`src/rtl/crono_pkg.sv`:
```
// -----------------------------------------------------------------------------
// crono_pkg: shared types and helpers for the crono_regresivo countdown timer.
//   - crono_state_e : controller states (IDLE, RUN, PAUSE, DONE)
//   - BCD_59/BCD_00 : BCD field constants
//   - bcd_clamp()   : replaces an invalid or out-of-range BCD field by its max
// -----------------------------------------------------------------------------
package crono_pkg;

    typedef enum logic [1:0] {
        ST_IDLE  = 2'd0,
        ST_RUN   = 2'd1,
        ST_PAUSE = 2'd2,
        ST_DONE  = 2'd3
    } crono_state_e;

    localparam logic [7:0] BCD_59 = 8'h59;
    localparam logic [7:0] BCD_00 = 8'h00;

    // Any non-decimal digit or a value above max_v collapses to max_v.
    function automatic logic [7:0] bcd_clamp(input logic [7:0] v, input logic [7:0] max_v);
        logic [7:0] r;
        if ((v[7:4] > 4'd9) || (v[3:0] > 4'd9) || (v > max_v)) begin
            r = max_v;
        end else begin
            r = v;
        end
        return r;
    endfunction

endpackage

```
`src/rtl/crono_bcd_dec.sv`:
```
// -----------------------------------------------------------------------------
// crono_bcd_dec: two-digit BCD down-counter register.
//   clk_i, rst_ni      : clock, asynchronous active-low reset (clears to 00)
//   load_i, load_val_i : synchronous load (priority over decrement)
//   dec_i              : decrement by one this cycle
//   wrap_i             : value taken when decrementing from 00
//   q_o                : registered count
//   borrow_o           : high when a decrement wraps from 00 (feeds next field)
// -----------------------------------------------------------------------------
module crono_bcd_dec
    import crono_pkg::*;
(
    input  logic       clk_i,
    input  logic       rst_ni,
    input  logic       load_i,
    input  logic [7:0] load_val_i,
    input  logic       dec_i,
    input  logic [7:0] wrap_i,
    output logic [7:0] q_o,
    output logic       borrow_o
);

    logic [7:0] q_q;
    logic [7:0] q_d;

    // Next count: load, BCD decrement with tens borrow, or hold.
    always_comb begin
        q_d      = q_q;
        borrow_o = 1'b0;
        if (load_i) begin
            q_d = load_val_i;
        end else if (dec_i) begin
            if (q_q == BCD_00) begin
                q_d      = wrap_i;
                borrow_o = 1'b1;
            end else if (q_q[3:0] == 4'h0) begin
                q_d = {q_q[7:4] - 4'h1, 4'h9};
            end else begin
                q_d = q_q - 8'h01;
            end
        end else begin
            q_d = q_q;
        end
    end

    // Count register.
    always_ff @(posedge clk_i or negedge rst_ni) begin
        if (!rst_ni) begin
            q_q <= BCD_00;
        end else begin
            q_q <= q_d;
        end
    end

    assign q_o = q_q;

endmodule

```
`src/rtl/crono_regresivo.sv`:
```
// -----------------------------------------------------------------------------
// crono_regresivo: BCD HH:MM:SS countdown chronometer.
//   CLK_Ring, reset         : clock, asynchronous active-low reset
//   load                    : capture clamped hh_in/mm_in/ss_in as preset+count
//   start / stop            : begin-resume / pause strobes (load > stop > start)
//   ack_alarma              : clears fin_crono
//   hh, mm, ss              : current BCD count
//   running                 : high while counting
//   fin_crono               : expiry flag for the alarm stage
// Optional build macro CRONO_AUTORELOAD_EN: on expiry the count reloads from
// the preset and keeps running; fin_crono becomes a sticky flag.
// -----------------------------------------------------------------------------
module crono_regresivo
    import crono_pkg::*;
#(
    parameter int unsigned TICK_DIV = 100000000,
    parameter logic [7:0]  HH_MAX   = 8'h23
) (
    input  logic       CLK_Ring,
    input  logic       reset,
    input  logic       load,
    input  logic       start,
    input  logic       stop,
    input  logic       ack_alarma,
    input  logic [7:0] hh_in,
    input  logic [7:0] mm_in,
    input  logic [7:0] ss_in,
    output logic [7:0] hh,
    output logic [7:0] mm,
    output logic [7:0] ss,
    output logic       running,
    output logic       fin_crono
);

    localparam int unsigned   PW        = (TICK_DIV > 32'd1) ? $clog2(TICK_DIV) : 1;
    localparam logic [PW-1:0] TICK_LAST = PW'(TICK_DIV - 32'd1);

    crono_state_e  state_q;
    logic [PW-1:0] presc_q;
    logic [7:0]    pre_hh_q, pre_mm_q, pre_ss_q;
    logic          running_q, fin_q;

    logic [7:0] hh_s, mm_s, ss_s;
    logic [7:0] cl_hh_s, cl_mm_s, cl_ss_s;
    logic [7:0] ld_hh_s, ld_mm_s, ld_ss_s;
    logic       tick_s, expire_s, cnt_zero_s, reload_s, cnt_ld_s, dec_s, fin_keep_s;
    logic       ss_borrow_s, mm_borrow_s, hh_borrow_unused_s;

    // Tick, expiry detection and counter control.
    always_comb begin
        cl_hh_s    = bcd_clamp(hh_in, HH_MAX);
        cl_mm_s    = bcd_clamp(mm_in, BCD_59);
        cl_ss_s    = bcd_clamp(ss_in, BCD_59);
        tick_s     = (state_q == ST_RUN) && (presc_q == TICK_LAST);
        cnt_zero_s = (hh_s == BCD_00) && (mm_s == BCD_00) && (ss_s == BCD_00);
        // The tick taken at 00:00:01 is the one that lands on zero.
        expire_s   = tick_s && !load && (hh_s == BCD_00) && (mm_s == BCD_00)
                     && (ss_s == 8'h01);
`ifdef CRONO_AUTORELOAD_EN
        reload_s   = expire_s;
        fin_keep_s = fin_q && !ack_alarma;
`else
        reload_s   = 1'b0;
        fin_keep_s = 1'b0;
`endif
        cnt_ld_s   = load || reload_s;
        dec_s      = tick_s && !cnt_ld_s;
        if (load) begin
            ld_hh_s = cl_hh_s;
            ld_mm_s = cl_mm_s;
            ld_ss_s = cl_ss_s;
        end else begin
            ld_hh_s = pre_hh_q;
            ld_mm_s = pre_mm_q;
            ld_ss_s = pre_ss_q;
        end
    end

    crono_bcd_dec u_ss (
        .clk_i(CLK_Ring), .rst_ni(reset), .load_i(cnt_ld_s), .load_val_i(ld_ss_s),
        .dec_i(dec_s), .wrap_i(BCD_59), .q_o(ss_s), .borrow_o(ss_borrow_s)
    );

    crono_bcd_dec u_mm (
        .clk_i(CLK_Ring), .rst_ni(reset), .load_i(cnt_ld_s), .load_val_i(ld_mm_s),
        .dec_i(ss_borrow_s), .wrap_i(BCD_59), .q_o(mm_s), .borrow_o(mm_borrow_s)
    );

    // Hours never wrap in practice: expiry stops or reloads before 00:00:00 - 1.
    crono_bcd_dec u_hh (
        .clk_i(CLK_Ring), .rst_ni(reset), .load_i(cnt_ld_s), .load_val_i(ld_hh_s),
        .dec_i(mm_borrow_s), .wrap_i(BCD_00), .q_o(hh_s), .borrow_o(hh_borrow_unused_s)
    );

    // Controller FSM, prescaler, preset capture and registered status flags.
    always_ff @(posedge CLK_Ring or negedge reset) begin
        if (!reset) begin
            state_q   <= ST_IDLE;
            presc_q   <= {PW{1'b0}};
            pre_hh_q  <= BCD_00;
            pre_mm_q  <= BCD_00;
            pre_ss_q  <= BCD_00;
            running_q <= 1'b0;
            fin_q     <= 1'b0;
        end else if (load) begin
            state_q   <= ST_IDLE;
            presc_q   <= {PW{1'b0}};
            pre_hh_q  <= cl_hh_s;
            pre_mm_q  <= cl_mm_s;
            pre_ss_q  <= cl_ss_s;
            running_q <= 1'b0;
            fin_q     <= 1'b0;
        end else begin
            case (state_q)
                ST_IDLE: begin
                    if (start) begin
                        presc_q <= {PW{1'b0}};
                        if (cnt_zero_s) begin
                            state_q   <= ST_DONE;
                            running_q <= 1'b0;
                            fin_q     <= 1'b1;
                        end else begin
                            state_q   <= ST_RUN;
                            running_q <= 1'b1;
                            fin_q     <= fin_keep_s;
                        end
                    end else begin
                        fin_q <= fin_keep_s;
                    end
                end
                ST_RUN: begin
                    presc_q <= tick_s ? {PW{1'b0}} : (presc_q + PW'(1'b1));
                    if (expire_s) begin
`ifdef CRONO_AUTORELOAD_EN
                        fin_q <= 1'b1;
                        if (stop) begin
                            state_q   <= ST_PAUSE;
                            running_q <= 1'b0;
                        end else begin
                            state_q   <= ST_RUN;
                            running_q <= 1'b1;
                        end
`else
                        state_q   <= ST_DONE;
                        running_q <= 1'b0;
                        fin_q     <= 1'b1;
`endif
                    end else if (stop) begin
                        state_q   <= ST_PAUSE;
                        running_q <= 1'b0;
                        fin_q     <= fin_keep_s;
                    end else begin
                        fin_q <= fin_keep_s;
                    end
                end
                ST_PAUSE: begin
                    // Prescaler holds so a resume continues the partial second.
                    if (start) begin
                        if (cnt_zero_s) begin
                            state_q   <= ST_DONE;
                            running_q <= 1'b0;
                            fin_q     <= 1'b1;
                        end else begin
                            state_q   <= ST_RUN;
                            running_q <= 1'b1;
                            fin_q     <= fin_keep_s;
                        end
                    end else begin
                        fin_q <= fin_keep_s;
                    end
                end
                ST_DONE: begin
                    if (ack_alarma) begin
                        state_q   <= ST_IDLE;
                        running_q <= 1'b0;
                        fin_q     <= 1'b0;
                    end else begin
                        state_q <= ST_DONE;
                        fin_q   <= 1'b1;
                    end
                end
                default: begin
                    state_q   <= ST_IDLE;
                    presc_q   <= {PW{1'b0}};
                    running_q <= 1'b0;
                    fin_q     <= 1'b0;
                end
            endcase
        end
    end

    assign hh        = hh_s;
    assign mm        = mm_s;
    assign ss        = ss_s;
    assign running   = running_q;
    assign fin_crono = fin_q;

endmodule

```
`config.mk`:
```
export PLATFORM = sky130hd
export DESIGN_NAME = crono_regresivo
export DESIGN_NICKNAME = d
export VERILOG_FILES = /design/src/rtl/crono_pkg.sv /design/src/rtl/crono_bcd_dec.sv /design/src/rtl/crono_regresivo.sv
export SDC_FILE = /design/constraint.sdc
export NUM_CORES = 1
export LEC_CHECK = 0
export ABC_AREA = 1
export BUFFER_PORTS_ARGS = -buffer_cell sky130_fd_sc_hd__buf_4
export CAP_MARGIN = 20
export CORE_MARGIN = 2
export CORE_UTILIZATION = 54
export CTS_BUF_LIST = sky130_fd_sc_hd__clkbuf_8
export CTS_CLUSTER_DIAMETER = 50
export DETAILED_ROUTE_END_ITERATION = 10
export PLACE_DENSITY_LB_ADDON = 0.12
export SKIP_CTS_REPAIR_TIMING = 1
export SYNTH_ARGS = -nofsm -noshare
export SYNTH_HDL_FRONTEND = slang
export SYNTH_HIERARCHICAL = 1
export SYNTH_SLANG_ARGS = --single-unit
export TNS_END_PERCENT = 50
```
`constraint.sdc`:
```
create_clock -name CLK_Ring -period 7.92 [get_ports CLK_Ring]
set_clock_uncertainty 0.2 [all_clocks]
set_input_delay 0.792 -clock CLK_Ring [delete_from_list [all_inputs] [get_ports CLK_Ring]]
set_output_delay 0.792 -clock CLK_Ring [all_outputs]
set_load 0.02 [all_outputs]
```
Word-level counts from Yosys, hierarchy flattened
Index checks and enable logic that the tools add are counted.
{ "classes": {"n_addsub": 7, "multipliers": 0, "div_mod_pow": 0, "order_cmp": 9, "n_eq_ne": 9, "n_shift": 0, "muxes": 45, "bitwise_logic": 0, "reduce_logical": 29} }
{ "op_table": {"columns": ["cell", "count"], "rows": [
  ["8-bit 2-to-1 mux", 15],
  ["27-bit 2-to-1 mux", 3],
  ["27-bit case mux with 2 select lines", 1],
  ["27-bit by 1-bit adder with 27-bit output, second input constant", 1],
  ["27-bit == test, second input constant", 1],
  ["4-bit > comparator, second input constant", 6],
  ["8-bit logical NOT", 3],
  ["8-bit by 1-bit subtractor with 8-bit output, second input constant", 3],
  ["1-bit 2-to-1 mux", 17],
  ["8-bit by 7-bit > comparator with 1-bit output, second input constant", 2],
  ["4-bit logical NOT", 3],
  ["2-bit 2-to-1 mux", 6],
  ["4-bit by 1-bit subtractor with 4-bit output, second input constant", 3],
  ["8-bit by 1-bit == test with 1-bit output, second input constant", 1],
  ["8-bit by 6-bit > comparator with 1-bit output, second input constant", 1],
  ["1-bit logical AND", 7],
  ["1-bit logical OR", 6],
  ["3-bit != test, second input constant", 2],
  ["1-bit case mux with 3 select lines", 2],
  ["2-bit case mux with 3 select lines", 1],
  ["2-bit nonzero test", 3],
  ["2-bit == test, second input constant", 2],
  ["4-bit != test, second input constant", 1],
  ["2-bit AND reduction", 2],
  ["other kinds (7)", 7]
]} }
{ "word_totals": {"reg_bits": 55, "latch_bits": 0, "ram_bits": 0, "mem_bits_ro": 0, "inputBits": 30, "out_inout_bits": 26, "elab_cells": 106, "mem_count": 0} }

Longest topological paths before layout
Gate-level depths: netlist (run 1).
{ "logic_depth": {"word_depth": 9, "depth_mapped": 20, "mapped_depth_nobuf": 20} }

Cells and area by module
Netlist (run 1), hierarchy kept.
{ "by_module_without_submodules": {"columns": ["mod", "instances", "cells_per_inst", "area_per_inst_um2", "seq_area_each_um2"], "rows": [
  ["crono_regresivo", 1, 393, 3067.9, 1376.3],
  ["crono_bcd_dec", 3, 97, 670.6, 200.2]
]} }

Least setup slack after synthesis (run 1)
No wires, ideal clock.
{ "synth_path": {"path_type": "input-to-reg", "startpoint": "input port load", "endpoint": "register u_hh.q_q[7], in the netlist u_hh/q_o[7]", "setup_ns": 0.067, "arrival_ns": 2.532, "required_ns": 7.653, "path_slack_ns": 5.121, "stages": 17, "n_path_buf": 2, "path_cell_list": "buf_4 > clkbuf_1 > nor2_1 > inv_1 > nor2_1 > inv_1 > nor2_1 > inv_1 > nor2_1 > inv_1 > nor2_1 > inv_1 > nor2_1 > inv_1 > nor2_1 > o21ai_1 > nand2_1"} }
{ "synth_via": {"elab_chain_cells": 7, "elab_cells_between_ends": 8, "cone_classes": "5 x mux; 3 x reduce/logical"} }
{ "synth_lines": {"columns": ["element", "line_no", "source"], "rows": [
  ["start: declaration", "crono_regresivo.sv:21", "input logic load,"],
  ["1-bit logical NOT", "crono_regresivo.sv:67", "dec_s = tick_s && !cnt_ld_s;"],
  ["1-bit logical AND", "crono_regresivo.sv:67", null],
  ["via dec_s", "crono_regresivo.sv:46", "logic tick_s, expire_s, cnt_zero_s, reload_s, cnt_ld_s, dec_s, fin_keep_s;"],
  ["1-bit 2-to-1 mux", "crono_bcd_dec.sv:32", "end else if (dec_i) begin"],
  ["1-bit 2-to-1 mux", "crono_bcd_dec.sv:30", "if (load_i) begin"],
  ["via ss_borrow_s", "crono_regresivo.sv:47", "logic ss_borrow_s, mm_borrow_s, hh_borrow_unused_s;"],
  ["1-bit 2-to-1 mux", "crono_bcd_dec.sv:32", null],
  ["1-bit 2-to-1 mux", "crono_bcd_dec.sv:30", null],
  ["via mm_borrow_s", "crono_regresivo.sv:47", null],
  ["2-bit nonzero test (no line)", null, null],
  ["end signal: assignment", "crono_bcd_dec.sv:51", "q_q <= q_d;"],
  ["end: declaration", "crono_bcd_dec.sv:23", "logic [7:0] q_q;"]
]} }
The timed path passes the listed nets, and every way through them passes these cells.
A chain may end at the register's enable or synchronous reset.

Worst setup path in the final report (run 1)
{ "layout_path": {"startpoint": "register state_q[1]", "endpoint": "register u_hh.q_q[7], in the netlist u_hh/q_o[7]"} }
{ "layout_via": {"elab_chain_cells": 8} }
{ "layout_lines": {"columns": ["element", "line_no", "source"], "rows": [
  ["start: declaration", "crono_regresivo.sv:38", "crono_state_e state_q;"],
  ["start signal: assignment", "crono_regresivo.sv:98", "state_q <= ST_IDLE;"],
  ["start signal: assignment", "crono_regresivo.sv:106", "state_q <= ST_IDLE;"],
  ["start signal: assignment", "crono_regresivo.sv:119", "state_q <= ST_DONE;"],
  ["2-bit by 1-bit == test with 1-bit output", "crono_regresivo.sv:54", "tick_s = (state_q == ST_RUN) && (presc_q == TICK_LAST);"],
  ["1-bit logical AND", "crono_regresivo.sv:54", null],
  ["1-bit logical AND", "crono_regresivo.sv:67", null],
  ["via dec_s", "crono_regresivo.sv:46", null],
  ["1-bit 2-to-1 mux", "crono_bcd_dec.sv:32", null],
  ["1-bit 2-to-1 mux", "crono_bcd_dec.sv:30", null],
  ["via ss_borrow_s", "crono_regresivo.sv:47", null],
  ["1-bit 2-to-1 mux", "crono_bcd_dec.sv:32", null],
  ["1-bit 2-to-1 mux", "crono_bcd_dec.sv:30", null],
  ["via mm_borrow_s", "crono_regresivo.sv:47", null],
  ["2-bit nonzero test (no line)", null, null]
]} }
The timed path passes the listed nets, and every way through them passes these cells.

==> results of run 1 <==
==> cell families (layout without fill, tap and decap cells) <==
| group | after synthesis | count (layout) | share of synthesized area, % |
|---|---|---|---|
| AND/OR/NAND/NOR | 353 | 353 | 32.66 |
| AO/OA/AOI/OAI | 112 | 112 | 13.70 |
| adder cells (fa/ha/maj) | 13 | 13 | 3.202 |
| XOR/XNOR | 15 | 15 | 2.586 |
| buffers and inverters | 110 | 170 | 8.793 |
| other | 2 | 24 | 0.1478 |
| flip-flops | 79 | 79 | 38.92 |
==> cell type report <==
type / instances / share of cell area [%]
tap: 111 / 2.358
inverter: 98 / 6.330
multi-input combinational: 517 / 46.50
timing repair buffer: 56 / 7.477
clock inverter: 6 / 1.444
clock buffer: 10 / 2.336
sequential: 79 / 33.56
==> report_power, final <==
| part | switching [uW] | total (uW) | internal (uW) |
|---|---|---|---|
| Clock | 150 | 335 | 185 |
| Combinational | 140 | 217 | 77.3 |
| Sequential | 22.3 | 445 | 423 |
| Total | 312 | 997 | 686 |
==> cell usage in the layout (no fill, tap or decap), types with 3 or more instances in the layout <==
cell,instances
buf_4,55
nand3_1,44
nor2_4,4
xor2_1,12
clkbuf_8,10
a22oi_1,18
or2_2,4
nand3_4,3
xnor2_1,3
nand2_4,3
dfrtp_1,79
o2111ai_1,3
o21ai_0,32
nand3_2,3
nor3_1,11
o211ai_1,4
ha_1,13
nor2_2,11
conb_1,24
inv_1,81
o22ai_1,13
nor2_1,93
nor3_2,5
nand2_2,3
a21oi_1,20
inv_2,16
nand2_1,152
nand4_1,13
o21ai_1,10
==> metrics by stage <==
stage / area, um^2 / worst slack (ns) / util [%]
finish: 5891 / 4.507 / 64.05
global route: 5891 / 4.200 / 64.05
CTS: 5863 / 4.615 / 63.76
detailed placement: 5640 / 4.621 / 61.33
global placement: 5640 / 4.681 / 61.33
floorplan: 5162 / 5.121 / -
==> critical path: cells and delay by family, from the launching register on <==
kind                   cells  cell delay, ns
AOI/OAI and AO/OA          1            0.07
DFF                        1            0.42
and+or+nand+nor           11            1.99
buffers and inverters      7            0.67
==> synth_stat cells (all sizes together) <==
cell,instances
nand2,158
nor2,109
inv,98
dfrtp,79
nand3,50
o21ai,45
a21oi,22
a22oi,18
nor3,16
ha,13
nand4,13
o22ai,13
xor2,12
buf,7
clkbuf,5
o211ai,4
or2,4
o2111ai,3
xnor2,3
a211oi,2
conb,2
o32ai,2
a31oi,1
nand3b,1
nor3b,1
nor4,1
o21bai,1
o31ai,1
==> worst max-delay path by stage <==
stage	to	slack, ns
global placement	u_hh/q_o[1]$_DFFE_PN0P_	4.68
global route	u_hh/q_o[7]$_DFFE_PN0P_	4.20
CTS	u_hh/q_o[7]$_DFFE_PN0P_	4.61
floorplan	u_hh/q_o[7]$_DFFE_PN0P_	5.12
finish	u_hh/q_o[7]$_DFFE_PN0P_	4.51
detailed placement	u_hh/q_o[1]$_DFFE_PN0P_	4.62
==> state kept, by name (all words and copies together) (netlist names), 2 cells and up <==
| register | flops |
|---|---|
| pre_hh_q | 8 |
| pre_mm_q | 8 |
| pre_ss_q | 8 |
| presc_q | 27 |
| state_q | 2 |
| u_hh/q_o | 8 |
| u_mm/q_o | 8 |
| u_ss/q_o | 8 |
==> metal layers <==
layer / global-route usage (%) / wire, um / vias up
met5: 0 / 0 / -
met4: 7.277 / 154 / 0
met3: 3.814 / 453 / 18
met2: 42.46 / 5779 / 109
met1: 35.21 / 5520 / 2221
li1: - / - / 2369
==> key figures, run 1 <==
Status
  • Run status: complete, no violations

Finish
  • Fill count: slightly above 800
  • Antenna Diode Count: 0
  • Syn-to-layout area delta: 15.96%
  • Multi-input logic area: between 2000 and 3000 um^2
  • Storage element area: between 1500 and 2000 um^2
  • Layout Cells excl Fill: 877
  • Nets: 804
  • Share of cells above drive strength 1: between 15 and 20%

Timing
  • Final Hold Fails: 0
  • Hold slack: 0.1172 ns
  • Slew Limit Fails: 0
  • Period utilisation layout: 43.09%
  • Final min period: around 3.4 ns
  • Final setup viols: 0
  • Worst slew margin: 58.21%
  • Worst-Margin Slew: about 0.63 ns
  • Fmax: 0.2930 GHz
  • RSZ-0062 raised after global routing: false
  • Setup TNS: 0 ns

Detailed routing
  • Initial DRC Count: 246
  • # DRC: 0
  • Wirelength per Cell: around 14 um
  • Routed WL: around 12000 um
  • Via count: 4717
  • Routed Antenna Nets: 0
  • Vias/cell: between 5 and 6
  • Drt first pass iters: 5

Global route
  • Vias in the first global route: between 4000 and 5000
  • First-pass GRT wire length: approximately 21000 um
  • Overflow after GRT: 0
  • Global Route Usage Sum: 25.68%
  • Initial antenna violation count: 0
  • Largest net degree at the start of global routing: 80

Synth
  • Biggest area consumer among synthesized cells: dfrtp_1
  • Post-Syn Area: 5080 um^2
  • Yosys warns: 6
  • Post-Synthesis Cells: 684
  • Mean Syn Cell Area: 7.427 um^2
  • Flops & latches, synth: 79
  • Sequential-to-total area share from yosys stat: approximately two fifths
  • Netlist cell types: 45
  • Area contributors post-synth: dfrtp_1 (39%), nand2_1 (11%), nor2_1 (6.9%)
  • Post-synth top area share: 38.92%

Clock network
  • Worst-path clk slew: 0.09 ns
  • CTS tree: done
  • Worst skew pair latency: 0.35 ns
  • Clock buffer depth: 2
  • Cts bufs inserted: 9
  • H-tree Lvls: 3
  • Root buffer cell: clkbuf_8
  • Clock Sinks: 79

Setup path
  • Reg2Reg Capture Point: u_hh/q_o[7]$_DFFE_PN0P_
  • Crit-path max FO: 6
  • WS Path Type: reg2reg
  • Crit path launch: state_q[1]$_DFFE_PN0P_
  • Critical Path RT: roughly 8.0 ns
  • Worst Setup Start Kind: flip-flop
  • Worst EP arrival: between 3 and 4 ns
  • Worst path slowest cell: dfrtp_1
  • Setup crit end kind: flip-flop
  • Slowest stage delay, CP: 0.42 ns
  • R2R Setup Slk: 4.51 ns
  • Path depth of the worst reg2reg path: 19
  • FF-to-FF Start: state_q[1]$_DFFE_PN0P_
  • Crit-path cells: nor2_4, inv_1, nor4_1, nand3_1, nor2_1, inv_1, nor2_1, inv_1, nor2_1, inv_1, nor2_1, inv_1, nor2_1, inv_1, nor2_1, inv_1, nor2_1, o21ai_1, nand2_1

Power and ir drop
  • Pleak: 0.002829 uW
  • Final total power: around 1000 uW
  • IR drop worst, VDD: 97.67 uV
  • Power density cells: 169.3 nW/um^2

Floorplan
  • DIE WIDTH: 101.0 um
  • # rows: 35
  • Core area: 9196 um^2
  • Die area: approximately 10000 um^2
  • Io pins: 56
  • Die extent in y: 101.0 um
  • Initial Utilization: 55.24%

Flow run
  • Max-cap violation count: 0

Min path
  • Hold Crit Class: in2async

Placed design
  • Placed cells: 860
  • Port Buffers: 55
  • RePlAce Congestion: 0.8307
  • DP Wirelength: between 8000 and 9000 um
No activity file was read; power rests on OpenSTA's default activity.
==> run 2: changes to the inputs <==
==> constraint.sdc (replaced) <==
create_clock -name CLK_Ring -period 3 [get_ports CLK_Ring]
set_clock_uncertainty 0.2 [all_clocks]
set_input_delay 0.3 -clock CLK_Ring [delete_from_list [all_inputs] [get_ports CLK_Ring]]
set_output_delay 0.3 -clock CLK_Ring [all_outputs]
set_load 0.02 [all_outputs]
==> run 2 against run 1 <==
Against the previous run: the run now ends with negative hold slack left; combinational power rose to 2.7 times the previous value; sequential share of layout area shrank 0.77 points; clock-buffer cell count did not move; flip-flop and latch count did not move; critical endpoint is now u_hh/q_o[3]$_DFFE_PN0P_; register-to-register slack worse by 4.2 ns.
==> key figures, run 2 (same netlist as run 1, synthesis figures left out) <==
Status
  • Run status: finished, violations left
  • Failing checks: negative hold slack

Setup path
  • Worst path slowest cell: dfrtp_1
  • Setup crit end kind: flip-flop
  • Worst EP arrival: 2.77 ns (-0.72 ns)
  • WS Path Type: reg2reg
  • Critical Path RT: 3.04 ns (-4.96 ns)
  • Buf/Inv on CP: 4 (-3)
  • CP most frequent cell: inv_1
  • Slowest stage delay, CP: 0.39 ns (-0.03 ns)
  • Crit-path max FO: 8 (+2)
  • Cell family with most CP delay: simple AND/OR/NAND/NOR gates
  • Worst Setup Start Kind: flip-flop
  • CP Depth: 16 (-3)
  • Path depth of the worst reg2reg path: 16 (-3)
  • Crit-path cells: ha_2, nand3_2, nor2_8, nand3_1, nor2_2, inv_1, nor2_1, inv_1, nor2_4, inv_1, nor2_2, inv_2, nor2_4, nor2_1, a22oi_1, o21ai_0

Finish
  • Share of cells above drive strength 1: 19.72% (+2.4 points)
  • Fill count: 838 (+3.3%)
  • Commonest non-fill, non-tap cell in the layout: nand2_1
  • Commonest non-fill, non-tap cells in the layout: nand2_1 (152), nor2_1 (88), inv_1 (80)
  • Final Core Density: 65.56% (+1.5 points)
  • Antenna Diode Count: 0 (unchanged)
  • Nets: 819 (+1.9%)
  • Post-route cell area: 6030 um^2 (+2.4%)
  • Syn-to-layout area delta: 18.69%
  • Storage element area: 1977 um^2 (unchanged)
  • Multi-input logic area: 2775 um^2 (+1.3%)
  • Largest reg by FF count: presc_q
  • Max reg flops: 27 (unchanged)

Clock network
  • Clock Sinks: 79 (unchanged)
  • Cts bufs inserted: 9 (unchanged)
  • Clock buffer depth: 2 (unchanged)
  • Worst skew pair latency: 0.36 ns (about the same)
  • Worst-path clk slew: 0.09 ns (about the same)
  • H-tree Lvls: 3 (unchanged)
  • Root buffer cell: clkbuf_8
  • CTS tree: done

Timing
  • Worst slew margin: 60.00% (+1.8 points)
  • Worst-Margin Slew: 0.5978 ns (-0.02901 ns)
  • Slew Limit Fails: 0 (unchanged)
  • Final Worst Setup Slack: 0.2710 ns (-4.236 ns)
  • Final min period: 2.729 ns (-0.6839 ns)
  • Period utilisation layout: 90.97% (+48 points)
  • Hold slack: -0.004593 ns (-0.1218 ns)
  • Fmax: 0.3664 GHz (+25%)
  • Final setup viols: 0 (unchanged)
  • Final Hold Fails: 1 (+1)

Global route
  • Initial antenna violation count: 0 (unchanged)
  • Largest net degree at the start of global routing: 80 (unchanged)
  • First-pass GRT wire length: 20570 um (-1.9%)
  • Global Route Usage Sum: 25.23% (-0.45 points)
  • Vias in the first global route: 4443 (-3.4%)
  • Overflow after GRT: 0 (unchanged)

Min path
  • Hold Crit Class: in2reg
  • Worst hold path cell count: 3

Floorplan
  • # rows: 35 (unchanged)
  • Die extent in y: 101.0 um (unchanged)
  • Io pins: 56 (unchanged)
  • Core area: 9196 um^2 (unchanged)
  • Initial Utilization: 55.24% (unchanged)
  • DIE WIDTH: 101.0 um (unchanged)
  • Die area: 10200 um^2 (unchanged)

Power and ir drop
  • Clock share of power: 32.0% (-1.6 points)
  • Flop pwr share: 45.1% (+0.4 points)
  • Power density cells: 430.3 nW/um^2 (+150%)
  • Cell internal pwr: 1745 uW (+150%)
  • Sw power: 850.0 uW (+170%)
  • IR drop worst, VDD: 228.3 uV (+130%)
  • Sw frac: 32.76% (+1.5 points)
  • Pleak: 0.002892 uW (+2.2%)
  • Comb pwr share: 22.9% (+1.1 points)

Placed design
  • Place WS: 0.05809 ns (-4.563 ns)
  • RePlAce Congestion: 0.8723 (+5.0%)
  • Port Buffers: 55 (unchanged)
  • Post-DP Area: 5700 um^2 (+1.1%)
  • DP Wirelength: 9057 um (+3.2%)

Detailed routing
  • Vias/cell: 5.363 (-0.29%)
  • Routed WL: 12320 um (+3.5%)
  • Wirelength per Cell: 13.82 um (+1.8%)
  • # DRC: 0 (unchanged)
  • Drt first pass iters: 5 (unchanged)
  • Routed Antenna Nets: 0 (unchanged)
  • Via count: 4784 (+1.4%)
  • Initial DRC Count: 280 (+14%)

Flow run
  • Max-cap violation count: 0 (unchanged)
## run 2: cell count changes in the layout (fill, tap and decap cells not counted), moves of 2 or more
cell | before | now
dlygate4sd3_1 | 0 | 3
buf_4 | 55 | 67
inv_6 | 0 | 2
nor2_1 | 93 | 88
nor2_4 | 4 | 6
nor2_2 | 11 | 14
## run 2: final cells by class
class,count,area share (%)
Multi-Input combinational cell,517,46.03
Sequential cell,79,32.79
Timing Repair Buffer,71,9.297
Inverter,98,6.184
Tap cell,111,2.303
Clock buffer,10,2.283
Clock inverter,6,1.121
## run 2: stage by stage
step	power [uW]	setup TNS (ns)	std cells
after floorplan	1571	0	706
after global placement	1762	0	868
after detailed placement	1777	0	868
after CTS	2602	-0.1065	884
after global routing	2729	-0.01252	892
final	2595	0	892
## run 2: power by group through the flow
stage / Sequential [uW] / Combinational [uW] / Clock [uW]
after global routing: 1180 / 668 / 882
after CTS: 1170 / 588 / 844
after global placement: 1190 / 573 / 0
after floorplan: 1220 / 354 / 0
after detailed placement: 1190 / 586 / 0
final: 1170 / 595 / 829
## run 2: final timing paths
check	slack, ns	from	endpoint
min in group asynchronous	0.19	reset	presc_q[19]$_DFFE_PN0P_
worst max-delay path	0.27	presc_q[1]$_DFFE_PN0P_	u_hh/q_o[3]$_DFFE_PN0P_
worst min-delay path	-0.005	mm_in[3]	pre_mm_q[3]$_DFF_PN0_
max in group asynchronous	1.83	reset	presc_q[9]$_DFFE_PN0P_
worst min register to register	0.28	running$_DFFE_PN0P_	running$_DFFE_PN0P_
worst max register to register	0.27	presc_q[1]$_DFFE_PN0P_	u_hh/q_o[3]$_DFFE_PN0P_
## run 2: worst reg2reg max path, delay by kind of cell, from the launching register on
| kind | cells | cell delay (ns) |
|---|---|---|
| simple gates | 9 | 1.18 |
| buf+inv | 4 | 0.29 |
| compound gates | 2 | 0.32 |
| flops | 1 | 0.39 |
| fa+ha+maj | 1 | 0.22 |
## run 2: metal layers
metal	wire (um)	vias to the layer above	global-route usage (%)
li1	-	2393	-
met5	0	-	0
met2	6042	100	41.38
met1	5554	2274	33.89
met3	490	17	4.508
met4	237	0	8.316
==> run 3: changes to the inputs <==
--- a/config.mk
+++ b/config.mk
@@ -14,6 +14,7 @@
 export CTS_CLUSTER_DIAMETER = 50
 export DETAILED_ROUTE_END_ITERATION = 10
 export PLACE_DENSITY_LB_ADDON = 0.12
+export REMOVE_ABC_BUFFERS = 1
 export SKIP_CTS_REPAIR_TIMING = 1
 export SYNTH_ARGS = -nofsm -noshare
 export SYNTH_HDL_FRONTEND = slang
==> run 3 against run 2 <==
Against the previous run: the flow still finishes with violations (negative hold slack); first-iteration DRC count shrank 34%; sequential share of layout area grew 0.53 points; wire length shrank 3.7%; largest cell class unchanged; utilization shrank 0.99 points; clock-buffer cell count shrank 1; die area is the same; non-clock buffer count shrank 6; largest power group unchanged; flip-flop and latch count is the same.
==> key figures, run 3 (same netlist as run 1, synthesis figures left out) <==
Finish
  • Storage element area: 1978 um^2 (about the same)
  • Multi-input logic area: 2749 um^2 (-0.95%)
  • Largest reg by FF count: presc_q
  • Fill count: 819 (-2.3%)
  • Share of cells above drive strength 1: 18.99% (-0.73 points)
  • Nets: 813 (-0.73%)
  • Commonest non-fill, non-tap cell in the layout: nand2_1
  • Antenna Diode Count: 0 (unchanged)
  • Max reg flops: 27 (unchanged)
  • Commonest non-fill, non-tap cells in the layout: nand2_1 (152), nor2_1 (89), inv_1 (78), dfrtp_1 (78), buf_4 (62)
  • Syn-to-layout area delta: 16.90%

Clock network
  • Worst-path clk slew: 0.08 ns (about the same)
  • H-tree Lvls: 3 (unchanged)
  • Worst skew pair latency: 0.35 ns (about the same)
  • Root buffer cell: clkbuf_8
  • Clock buffer depth: 2 (unchanged)
  • Clock Sinks: 79 (unchanged)
  • Cts bufs inserted: 9 (unchanged)
  • CTS tree: done

Timing
  • Final Hold Fails: 2 (+1)
  • Worst-Margin Slew: 0.5870 ns (-0.01075 ns)
  • Hold slack: -0.009350 ns (-0.004757 ns)
  • Worst slew margin: 60.72% (+0.72 points)
  • Final Worst Setup Slack: 0.3032 ns (+0.03227 ns)
  • RSZ-0062 raised after global routing: false
  • Period utilisation layout: 89.89% (-1.1 points)
  • Setup TNS: 0 ns (unchanged)
  • Final setup viols: 0 (unchanged)
  • Fmax: 0.3708 GHz (+1.2%)
  • Final min period: 2.697 ns (-0.03227 ns)
  • Slew Limit Fails: 0 (unchanged)

Floorplan
  • # rows: 35 (unchanged)
  • Io pins: 56 (unchanged)
  • Initial Utilization: 55.24% (unchanged)
  • Die area: 10200 um^2 (unchanged)
  • Core area: 9196 um^2 (unchanged)
  • Die extent in y: 101.0 um (unchanged)
  • DIE WIDTH: 101.0 um (unchanged)

Detailed routing
  • Drt first pass iters: 5 (unchanged)
  • Routed Antenna Nets: 0 (unchanged)
  • Vias/cell: 5.340 (-0.43%)
  • Via count: 4726 (-1.2%)
  • Wirelength per Cell: 13.41 um (-2.9%)
  • Routed WL: 11870 um (-3.7%)
  • # DRC: 0 (unchanged)
  • Initial DRC Count: 185 (-34%)

Power and ir drop
  • Pleak: 0.002855 uW (-1.3%)
  • IR drop worst, VDD: 261.8 uV (+15%)
  • Power density cells: 427.6 nW/um^2 (-0.63%)

Status
  • Failing checks: negative hold slack
  • Run status: finished, violations left

Setup path
  • Critical Path RT: 3.09 ns (+0.05 ns)
  • Path depth of the worst reg2reg path: 19 (+3)
  • Setup crit end kind: flip-flop
  • WS Path Type: reg2reg
  • Worst EP arrival: 2.79 ns (+0.02 ns)
  • Crit-path max FO: 6 (-2)
  • Worst Setup Start Kind: flip-flop

Placed design
  • RePlAce Congestion: 0.9200 (+5.5%)
  • DP Wirelength: 8925 um (-1.5%)
  • Place WS: 0.1199 ns (+0.06180 ns)
  • Port Buffers: 55 (unchanged)

Global route
  • Vias in the first global route: 4475 (+0.72%)
  • Overflow after GRT: 0 (unchanged)
  • Largest net degree at the start of global routing: 80 (unchanged)
  • Global Route Usage Sum: 24.83% (-0.40 points)
  • Initial antenna violation count: 0 (unchanged)
  • First-pass GRT wire length: 20390 um (-0.87%)

Flow run
  • Max-cap violation count: 0 (unchanged)

Min path
  • Hold Crit Class: in2reg
  • Worst hold path cell count: 3 (unchanged)
==> run 3: changes by cell type in the layout (fill, tap and decap cells not counted), moves of 2 or more <==
cell      change
clkinv_2      +3
inv_6         -2
buf_4         -5
nor2_4        -2
inv_1         -2
==> run 3: routing by layer <==
metal / GRT usage [%] / part of all wire [%] / wire length (um)
met1: 33.60 / 46 / 5428
met2: 41.44 / 48 / 5673
met3: 3.745 / 5.3 / 627
met4: 7.277 / 1.2 / 141
met5: 0 / 0 / 0
==> run 3: area by class of cell <==
| type | instances | area share [%] |
|---|---|---|
| clock buffer | 9 | 2.086 |
| clock inverter | 6 | 1.054 |
| inverter | 98 | 6.279 |
| multi-input combinational | 517 | 46.29 |
| sequential | 79 | 33.31 |
| tap | 111 | 2.339 |
| timing repair buffer | 65 | 8.639 |
==> run 3: worst paths after layout <==
kind	from	end	slack [ns]
max in group asynchronous	reset	presc_q[17]$_DFFE_PN0P_	1.79
min in group asynchronous	reset	pre_ss_q[7]$_DFF_PN0_	0.22
min reg2reg	pre_hh_q[6]$_DFF_PN0_	pre_hh_q[6]$_DFF_PN0_	0.28
max	presc_q[1]$_DFFE_PN0P_	u_hh/q_o[7]$_DFFE_PN0P_	0.30
max reg2reg	presc_q[1]$_DFFE_PN0P_	u_hh/q_o[7]$_DFFE_PN0P_	0.30
min	mm_in[4]	pre_mm_q[4]$_DFF_PN0_	-0.009
==> run 3: critical path, cell delays in order, from the launching register on <==
cell	delay, ns
dfrtp_1	0.38
ha_1	0.21
nand3_2	0.15
nor2_8	0.14
nand3_1	0.10
nor2_2	0.12
inv_1	0.05
nor2_1	0.11
inv_1	0.08
nor2_2	0.15
inv_1	0.06
nor2_2	0.12
inv_2	0.08
nor2_2	0.16
inv_1	0.06
nor2_1	0.15
inv_2	0.09
nor2_1	0.10
o21ai_1	0.06
nand2_1	0.06
==> run 3: power breakdown <==
part	internal [uW]	leakage, uW	switching (uW)
clock network	379	0.0000988	395
logic	219	0.00175	376
registers	1120	0.00101	53.2
==> run 3: stage by stage <==
stage	utilization (%)	hold WS, ns	instance area, um^2	power (uW)	cells
after floorplan	-	-0.1956	5089	1556	694
after global placement	61.90	0.2698	5693	1768	867
after detailed placement	61.90	0.2743	5693	1779	867
after CTS	63.93	-0.05104	5879	2550	882
after global routing	64.57	0.005385	5938	2682	885
final	64.57	-0.009350	5938	2539	885
